`config.mk`:
```
export PLATFORM = sky130hd
export DESIGN_NAME = rv32v_lane_sequencer
export DESIGN_NICKNAME = d
export VERILOG_FILES = /design/src/rtl/rv32v_lane_sequencer.sv
export SDC_FILE = /design/constraint.sdc
export NUM_CORES = 1
export LEC_CHECK = 0
export ABC_AREA = 1
export CORE_ASPECT_RATIO = 1.2
export CORE_MARGIN = 8
export CORE_UTILIZATION = 42
export CTS_CLUSTER_DIAMETER = 50
export DETAILED_ROUTE_END_ITERATION = 12
export GPL_ROUTABILITY_DRIVEN = 0
export GPL_TIMING_DRIVEN = 0
export HOLD_SLACK_MARGIN = 0.02
export PLACE_DENSITY = 0.66
export SYNTH_ARGS = -nofsm -noshare
export SYNTH_HDL_FRONTEND = slang
export SYNTH_SLANG_ARGS = --single-unit
export TNS_END_PERCENT = 50
```
`constraint.sdc`:
```
create_clock -name CLK -period 3.3 [get_ports CLK]
set_clock_uncertainty 0.2 [all_clocks]
set_input_delay 0.66 -clock CLK [delete_from_list [all_inputs] [get_ports CLK]]
set_output_delay 0.66 -clock CLK [all_outputs]
set_load 0.01 [all_outputs]
```
`src/rtl/rv32v_lane_sequencer.sv`:
```
// rv32v_lane_sequencer: walks the active elements of one decoded vector
// instruction two lanes per cycle. It drives the per-lane offset, write-enable
// and mask fields of the decode->execute bundle.
//
// Handshake: a group is offered when valid=1. It is consumed on a CLK edge
// where valid=1 and stall=0; stall is the inverse of execute's ready. While it
// is stalled, the offered group holds bit-for-bit. A new instruction is taken
// on a CLK edge where accept=1 (start & idle & ~flush), and accept has no
// dependency on stall.
module rv32v_lane_sequencer #(
  parameter int OFF_W = 5,
  parameter int VL_W  = 32
) (
  input  logic                  CLK,
  input  logic                  RST,
  input  logic                  start,
  input  logic [VL_W-1:0]       vl_in,
  input  logic [OFF_W-1:0]      vstart_in,
  input  logic                  vm_in,
  input  logic [(1<<OFF_W)-1:0] v0_bits,
  input  logic                  stall,
  input  logic                  flush,
  output logic                  accept,
  output logic                  busy,
  output logic                  valid,
  output logic [OFF_W-1:0]      woffset0,
  output logic [OFF_W-1:0]      woffset1,
  output logic                  wen0,
  output logic                  wen1,
  output logic                  mask0,
  output logic                  mask1,
  output logic                  last,
  output logic                  done,
  output logic                  dbg_state_o
);

  localparam int VLMAX = 1 << OFF_W;
  // The counter is one bit wider than an offset, so cur+1 and cur+2 never alias.
  localparam int CW = OFF_W + 1;
  localparam logic [CW-1:0] VLMAX_C = CW'(VLMAX);

  typedef enum logic {
    S_IDLE = 1'b0,
    S_RUN  = 1'b1
  } state_e;

  typedef struct packed {
    logic             last;
    logic             mask1;
    logic             mask0;
    logic             wen1;
    logic             wen0;
    logic [OFF_W-1:0] woff1;
    logic [OFF_W-1:0] woff0;
  } group_t;

  // This function computes the lane fields for the group that starts at element cur.
  function automatic group_t group_at(input logic [CW-1:0]    cur,
                                      input logic [CW-1:0]    vl,
                                      input logic             vm,
                                      input logic [VLMAX-1:0] v0);
    group_t        g;
    logic [CW-1:0] nxt;
    nxt     = cur + CW'(1);
    g.woff0 = cur[OFF_W-1:0];
    g.woff1 = nxt[OFF_W-1:0];
    g.mask0 = vm | v0[cur[OFF_W-1:0]];
    // Lane 1 past the end of the register file has no mask bit.
    g.mask1 = (nxt < VLMAX_C) & (vm | v0[nxt[OFF_W-1:0]]);
    g.wen0  = (cur < vl) & g.mask0;
    g.wen1  = (nxt < vl) & g.mask1;
    g.last  = (cur + CW'(2)) >= vl;
    return g;
  endfunction

  state_e          state_q;
  logic [CW-1:0]   cur_q;
  logic [CW-1:0]   vl_eff_q;
  logic            vm_q;
  logic [VLMAX-1:0] v0_q;
  group_t          grp_q;
  logic            done_q;

  logic [CW-1:0]   vl_eff;
  logic [CW-1:0]   vstart_ext;
  logic [CW-1:0]   cur_d;
  group_t          first_grp;
  group_t          next_grp;

  assign vl_eff     = (vl_in > VL_W'(VLMAX)) ? VLMAX_C : vl_in[CW-1:0];
  assign vstart_ext = {1'b0, vstart_in};
  assign cur_d      = cur_q + CW'(2);
  assign first_grp  = group_at(vstart_ext, vl_eff, vm_in, v0_bits);
  assign next_grp   = group_at(cur_d, vl_eff_q, vm_q, v0_q);

  assign accept      = start & (state_q == S_IDLE) & ~flush;
  assign busy        = (state_q == S_RUN);
  assign valid       = (state_q == S_RUN);
  assign woffset0    = grp_q.woff0;
  assign woffset1    = grp_q.woff1;
  assign wen0        = grp_q.wen0;
  assign wen1        = grp_q.wen1;
  assign mask0       = grp_q.mask0;
  assign mask1       = grp_q.mask1;
  assign last        = grp_q.last;
  assign done        = done_q;
  assign dbg_state_o = state_q;

  // Sequencer FSM: accept, group advance under stall, flush abort, done pulse.
  always_ff @(posedge CLK) begin
    if (RST) begin
      state_q  <= S_IDLE;
      cur_q    <= '0;
      vl_eff_q <= '0;
      vm_q     <= 1'b0;
      v0_q     <= '0;
      grp_q    <= '0;
      done_q   <= 1'b0;
    end else begin
      done_q <= 1'b0;
      if (flush) begin
        state_q <= S_IDLE;
        grp_q   <= '0;
      end else begin
        case (state_q)
          S_IDLE: begin
            if (accept) begin
              vl_eff_q <= vl_eff;
              vm_q     <= vm_in;
              v0_q     <= v0_bits;
              if (vstart_ext < vl_eff) begin
                state_q <= S_RUN;
                cur_q   <= vstart_ext;
                grp_q   <= first_grp;
              end else begin
                // A zero-length instruction still reports completion.
                done_q <= 1'b1;
              end
            end
          end
          S_RUN: begin
            if (!stall) begin
              if (grp_q.last) begin
                state_q <= S_IDLE;
                grp_q   <= '0;
                done_q  <= 1'b1;
              end else begin
                cur_q <= cur_d;
                grp_q <= next_grp;
              end
            end
          end
          default: begin
            state_q <= S_IDLE;
            grp_q   <= '0;
          end
        endcase
      end
    end
  end

endmodule
```
Word level (Yosys, flattened, before mapping). Index checks and enable logic that the tools add are counted.

Add/sub/neg operators: 5. Order comparisons: 13. Equality and inequality tests: 4. Mux-type cells: 29. Bitwise logic cells: 14. Reductions and logical operators: 4.

Operators by type and width (number): $mux W15 (4); $gt A32 B6 Y1 const B (1); $mux W6 (5); $pmux W15 S2 (1); $lt A5 B6 Y1 const B (4); $bmux W1 S5 (4); $lt A6 B6 Y1 (3); $add A6 B2 Y6 const B (2); $ge A6 B6 Y1 (2); $lt A6 B6 Y1 const B (2); $mux W1 (12); $pmux W6 S2 (1); $and A1 B1 Y1 (8); $ne A2 B2 Y1 const B (4); $add A5 B1 Y6 const B (1); $add A5 B2 Y6 const B (1); $add A6 B1 Y6 const B (1); $lt A5 B6 Y1 (1); $reduce_and A3 Y1 (2); $reduce_and A5 Y1 (1); $or A1 B1 Y1 (4); $pmux W1 S2 (2); $not A1 Y1 (2); $reduce_or A2 Y1 (1).

Register bits: 62. Bits of input ports: 75. Output and inout port bits: 20. Word-level logic and storage cells: 82.

Longest topological paths before layout.
Word-level depth: 10. Gate-level depth with buffers: 20. Gate-level depth less buffers: 20.

Least setup slack after synthesis. OpenSTA, ideal clock, no wires.

Path type: in2reg. Start: input vl_in[16]. End: register grp_q, in the netlist woffset1[2]. Library setup time: 0.139 ns. Data arrival time: 2.784 ns. Data required time: 2.961 ns. Slack: 0.177 ns. Stages: 17. Path buffers: 1. Cell sequence: nor2_1 -> nand4_1 -> or2_4 -> a21oi_1 -> nand2_1 -> ha_1 -> o21bai_1 -> a21oi_1 -> o21bai_1 -> nand2_1 -> nand2_1 -> nand2_4 -> nand2_8 -> nand2_4 -> buf_6 -> nand2_1 -> a21oi_2.

Longest elaborated chain between the ends: 5.

Ends and longest elaborated chain: start: declaration (RTL line 17) `input logic [VL_W-1:0] vl_in,`; $gt A32 B6 Y1 (RTL line 90) `assign vl_eff = (vl_in > VL_W'(VLMAX)) ? VLMAX_C : vl_in[CW-1:0];`; $mux W6 (RTL line 90); $lt A5 B6 Y1 (RTL line 131) `if (vstart_ext < vl_eff) begin`; $ne A2 B2 Y1 (no source line); $reduce_and A3 Y1 (no source line); end signal: assignment (RTL line 134) `grp_q <= first_grp;`; end signal: assignment (RTL line 149) `grp_q <= next_grp;`; end: declaration (RTL line 81) `group_t grp_q;`.

Every way passes these cells. A chain may end at the register's enable or synchronous reset.

Worst setup path in the final report.
Start: input flush. End: output accept.

Longest elaborated chain between the ends: 2.

Ends and longest elaborated chain: start: declaration (RTL line 22) `input logic flush,`; $not A1 Y1 (no source line); $and A1 B1 Y1 (RTL line 96) `assign accept = start & (state_q == S_IDLE) & ~flush;`; end: declaration (RTL line 23) `output logic accept,`.

Every way passes these cells.

==> results.yml <==
run_status:
  status: "finished, final reports clean"
floorplan:
  core-area_um2: 12060
  die_h_um: 137.7
  rows: 44
  dieArea_um2: 16160
  die_x_um: 117.4
  ios: 95
  initial_core_util_pct: 42.96
min_path:
  worstHoldPathCells: 2
  whs_endpoint: "woffset1[2]"
  holdCritStartpoint: "woffset1[2]"
  min_path_type: "reg -> reg"
clock_tree:
  clk_transition_reported_paths_ns: 0.06
  cts_hold_buf: 0
  root_buffer: "clkbuf_16"
  tritoncts: "yes"
  clockBufferDepth: 2
  cts_sinks: 62
  clk_latency_ns: 0.33
  htree_levels: 3
  cts_made_buffers: 9
synth:
  ys_seq_elements: 62
  synth_top_area_share_pct: 23.96
  synth_seq_area_share_pct: 23.96
  synthAdderAreaFrac_pct: 9.420
  synth-simple-area-share_pct: 31.91
  synth_flop_cell: "dfxtp_1"
  netlist_area_um2: 5180
  synth-edff-count: 0
  synth.distinct_cells: 41
  ys_warn_count: 0
  synth_largest_area_cell: "dfxtp_1"
  synth_top_family_by_area: "simple AND/OR/NAND/NOR gates"
  synthTopCellsByArea: "dfxtp_1 (24%), nand2_1 (13%), nand3_1 (10%)"
  synth_fp_nets: 915
  synth_compound_area_share_pct: 19.11
  synth.avg_cell_area_um2: 6.467
  synth_xor_area_share_pct: 2.778
  ys_async_sr_fraction_pct: 0
  postSynthCellCount: 801
  synth_mux_area_share_pct: 0
global_route:
  grt_start_max_net_pins: 13
  antenna_found_initial: 0
  grt_overflow: 0
  track_usage_pct: 22.22
  first_global_vias: 5769
  grt_pass1_wl_um: 28960
timing:
  min_period_ns: 3.230
  drv_slew: 0
  worst_pin_slew_ns: 0.6680
  slew_headroom_pct: 55.32
  fin_crit_sh_pct: 97.87
  hold_violations: 0
  rsz0062_at_grt: "false"
  max_freq_ghz: 0.3096
  setup_viol: 0
  tns_ns: 0
setup_path:
  reg2reg_to: "last"
  r2r_cells: 13
  regToRegSetupSlack_ns: 0.29
  arrival_ns: 2.37
  start_kind: "input pin"
  endpoint_kind: "output port"
  slowest_delay_ns: 0.56
  cp_max_fo: 10
  path_cells: "clkdlybuf4s50_1 > inv_1 > nand3_1 > clkbuf_4 > inv_6 > buf_4 > clkdlybuf4s50_1"
  cp_slowest_cell: "clkdlybuf4s50_1"
  required_ns: 2.44
  critPathKind: "in -> out"
  critPathMostFrequentCell: "clkdlybuf4s50_1"
  reg2reg_from: "cur_q[1]"
drt:
  first_iter_violations: 550
  vias: 5900
  drt-vias-per-instance: 5.443
  drtPass1Iterations: 6
  met2_length_um: 8822
  top_layer_used: "met4"
  wl_met1_um: 7551
  drc: 0
  drt_wl_total_um: 18330
  postRouteAntennaNets: 0
  wl_per_cell_um: 16.91
  dr_wl_met3_um: 1481
placement:
  dpl.hpwl_um: 14190
  numPortBuffers: 94
  placed_cells: 1056
power:
  power.total_mw: 2.713
  p_leak_nw: 3.408
  pwr_density_cell_nw_per_um2: 388.4
  peakVddDrop_mv: 0.3005
layout:
  final_nets: 1032
  instances_no_fill: 1084
  areaGrowthSynthToFinish_pct: 34.81
  diodes: 0
  layout-drive-gt1-share_pct: 13.43
  utilization_pct: 57.92
flow_run:
  drv_cap: 0
## cells in the final DEF, fill, tap and decap left out, drive strengths merged
cell and instances:
a211oi 1, a21o 1, a21oi 73, a22oi 1, buf 40, bufinv 3
clkbuf 21, clkdlybuf4s15 1, clkdlybuf4s50 62, clkinv 5, clkinvlp 1, dfxtp 62
dlygate4sd2 1, dlymetal6s2s 30, ha 39, inv 107, nand2 194, nand3 117
nand4 5, nor2 42, nor3 5, nor4 1, o2111ai 1, o211ai 22
o21ai 64, o21bai 4, o221ai 1, o22ai 5, or2 1, xnor2 5
xor2 8
## power breakdown
group | total (mW) | switching [mW] | internal (mW)
clock | 1.10 | 0.359 | 0.741
sequential | 0.817 | 0.0237 | 0.794
combinational | 0.796 | 0.475 | 0.321
## worst max-delay path by stage
stage | from | to | slack (ns)
after detailed placement | vl_in[31] | woffset1[3] | -0.74
final | flush | accept | 0.07
after CTS | vl_in[10] | woffset1[2] | 0.008
after global placement | vl_in[14] | woffset1[3] | -0.75
after floorplan | vl_in[16] | woffset1[2] | 0.18
after global routing | vl_in[6] | woffset0[3] | 0.0006
## stage by stage
stage / setup WS, ns / cell area (um^2) / hold WS, ns
after global placement: -0.7513 / 6322 / 0.2612
final: 0.07016 / 6983 / 0.2739
after CTS: 0.007836 / 6828 / 0.2759
after detailed placement: -0.7396 / 6322 / 0.2678
after global routing: 0.0006426 / 6983 / 0.2956
after floorplan: 0.1770 / 5180 / 0.2401
## registers in the layout, summed over array words and instances, names as in the netlist, 5 cells and up
name	count
cur_q	6
woffset1	5
v0_q	32
woffset0	5
vl_eff_q	6
## layer usage
metal	vias up	global-route usage, %
met4	0	9.025
li1	2893	-
met2	267	38.03
met1	2703	26.30
met3	37	5.371
met5	-	0
## cells by family after synthesis
family,Yosys count
AO/OA/AOI/OAI,173
XOR/XNOR,13
adder cells (fa/ha/maj),39
buffers and inverters,151
flip-flops,62
AND/OR/NAND/NOR,363
## Yosys cell counts, types with 2 or more instances
cell      count
inv_1        96
nand4_1       5
buf_2        16
nand3_2      11
buf_4         5
o22ai_1       5
clkbuf_1     11
nand3_1     106
o21ai_2       2
o21ai_1       5
ha_1         39
xor2_1        6
clkinv_1      3
a21oi_2       8
nor3_1        5
xor2_2        2
a21oi_1      65
nand2_2       6
xnor2_1       3
inv_2         9
buf_6         6
o21bai_1      4
o21ai_0      57
nand2_1     183
o211ai_1     22
nor2_1       41
nand2_4       2
dfxtp_1      62
buf_1         3
xnor2_2       2
## layout make-up
class,instances,area (um^2)
clock inverter,7,121.4
sequential,62,1242
buffer,42,259.0
clock buffer,9,225.2
timing repair buffer,104,1101
tap,161,201.4
fill,1177,5074
multi-input combinational,590,3412
inverter,109,420.4
## timing repair
item                                    4_1_cts  5_1_grt
pin swaps                                    13       34
setup buffers                                 6        3
gates resized for setup                      23       47
hold endpoints to repair                      0        0
endpoints found under the setup margin       23       23
gates cloned                                  2        1
## critical path, delay by kind of cell
kind / cells / cell delay, ns
AND/OR/NAND/NOR: 1 / 0.08
buffers and inverters: 6 / 1.63
(Power assumes the default switching activity.)
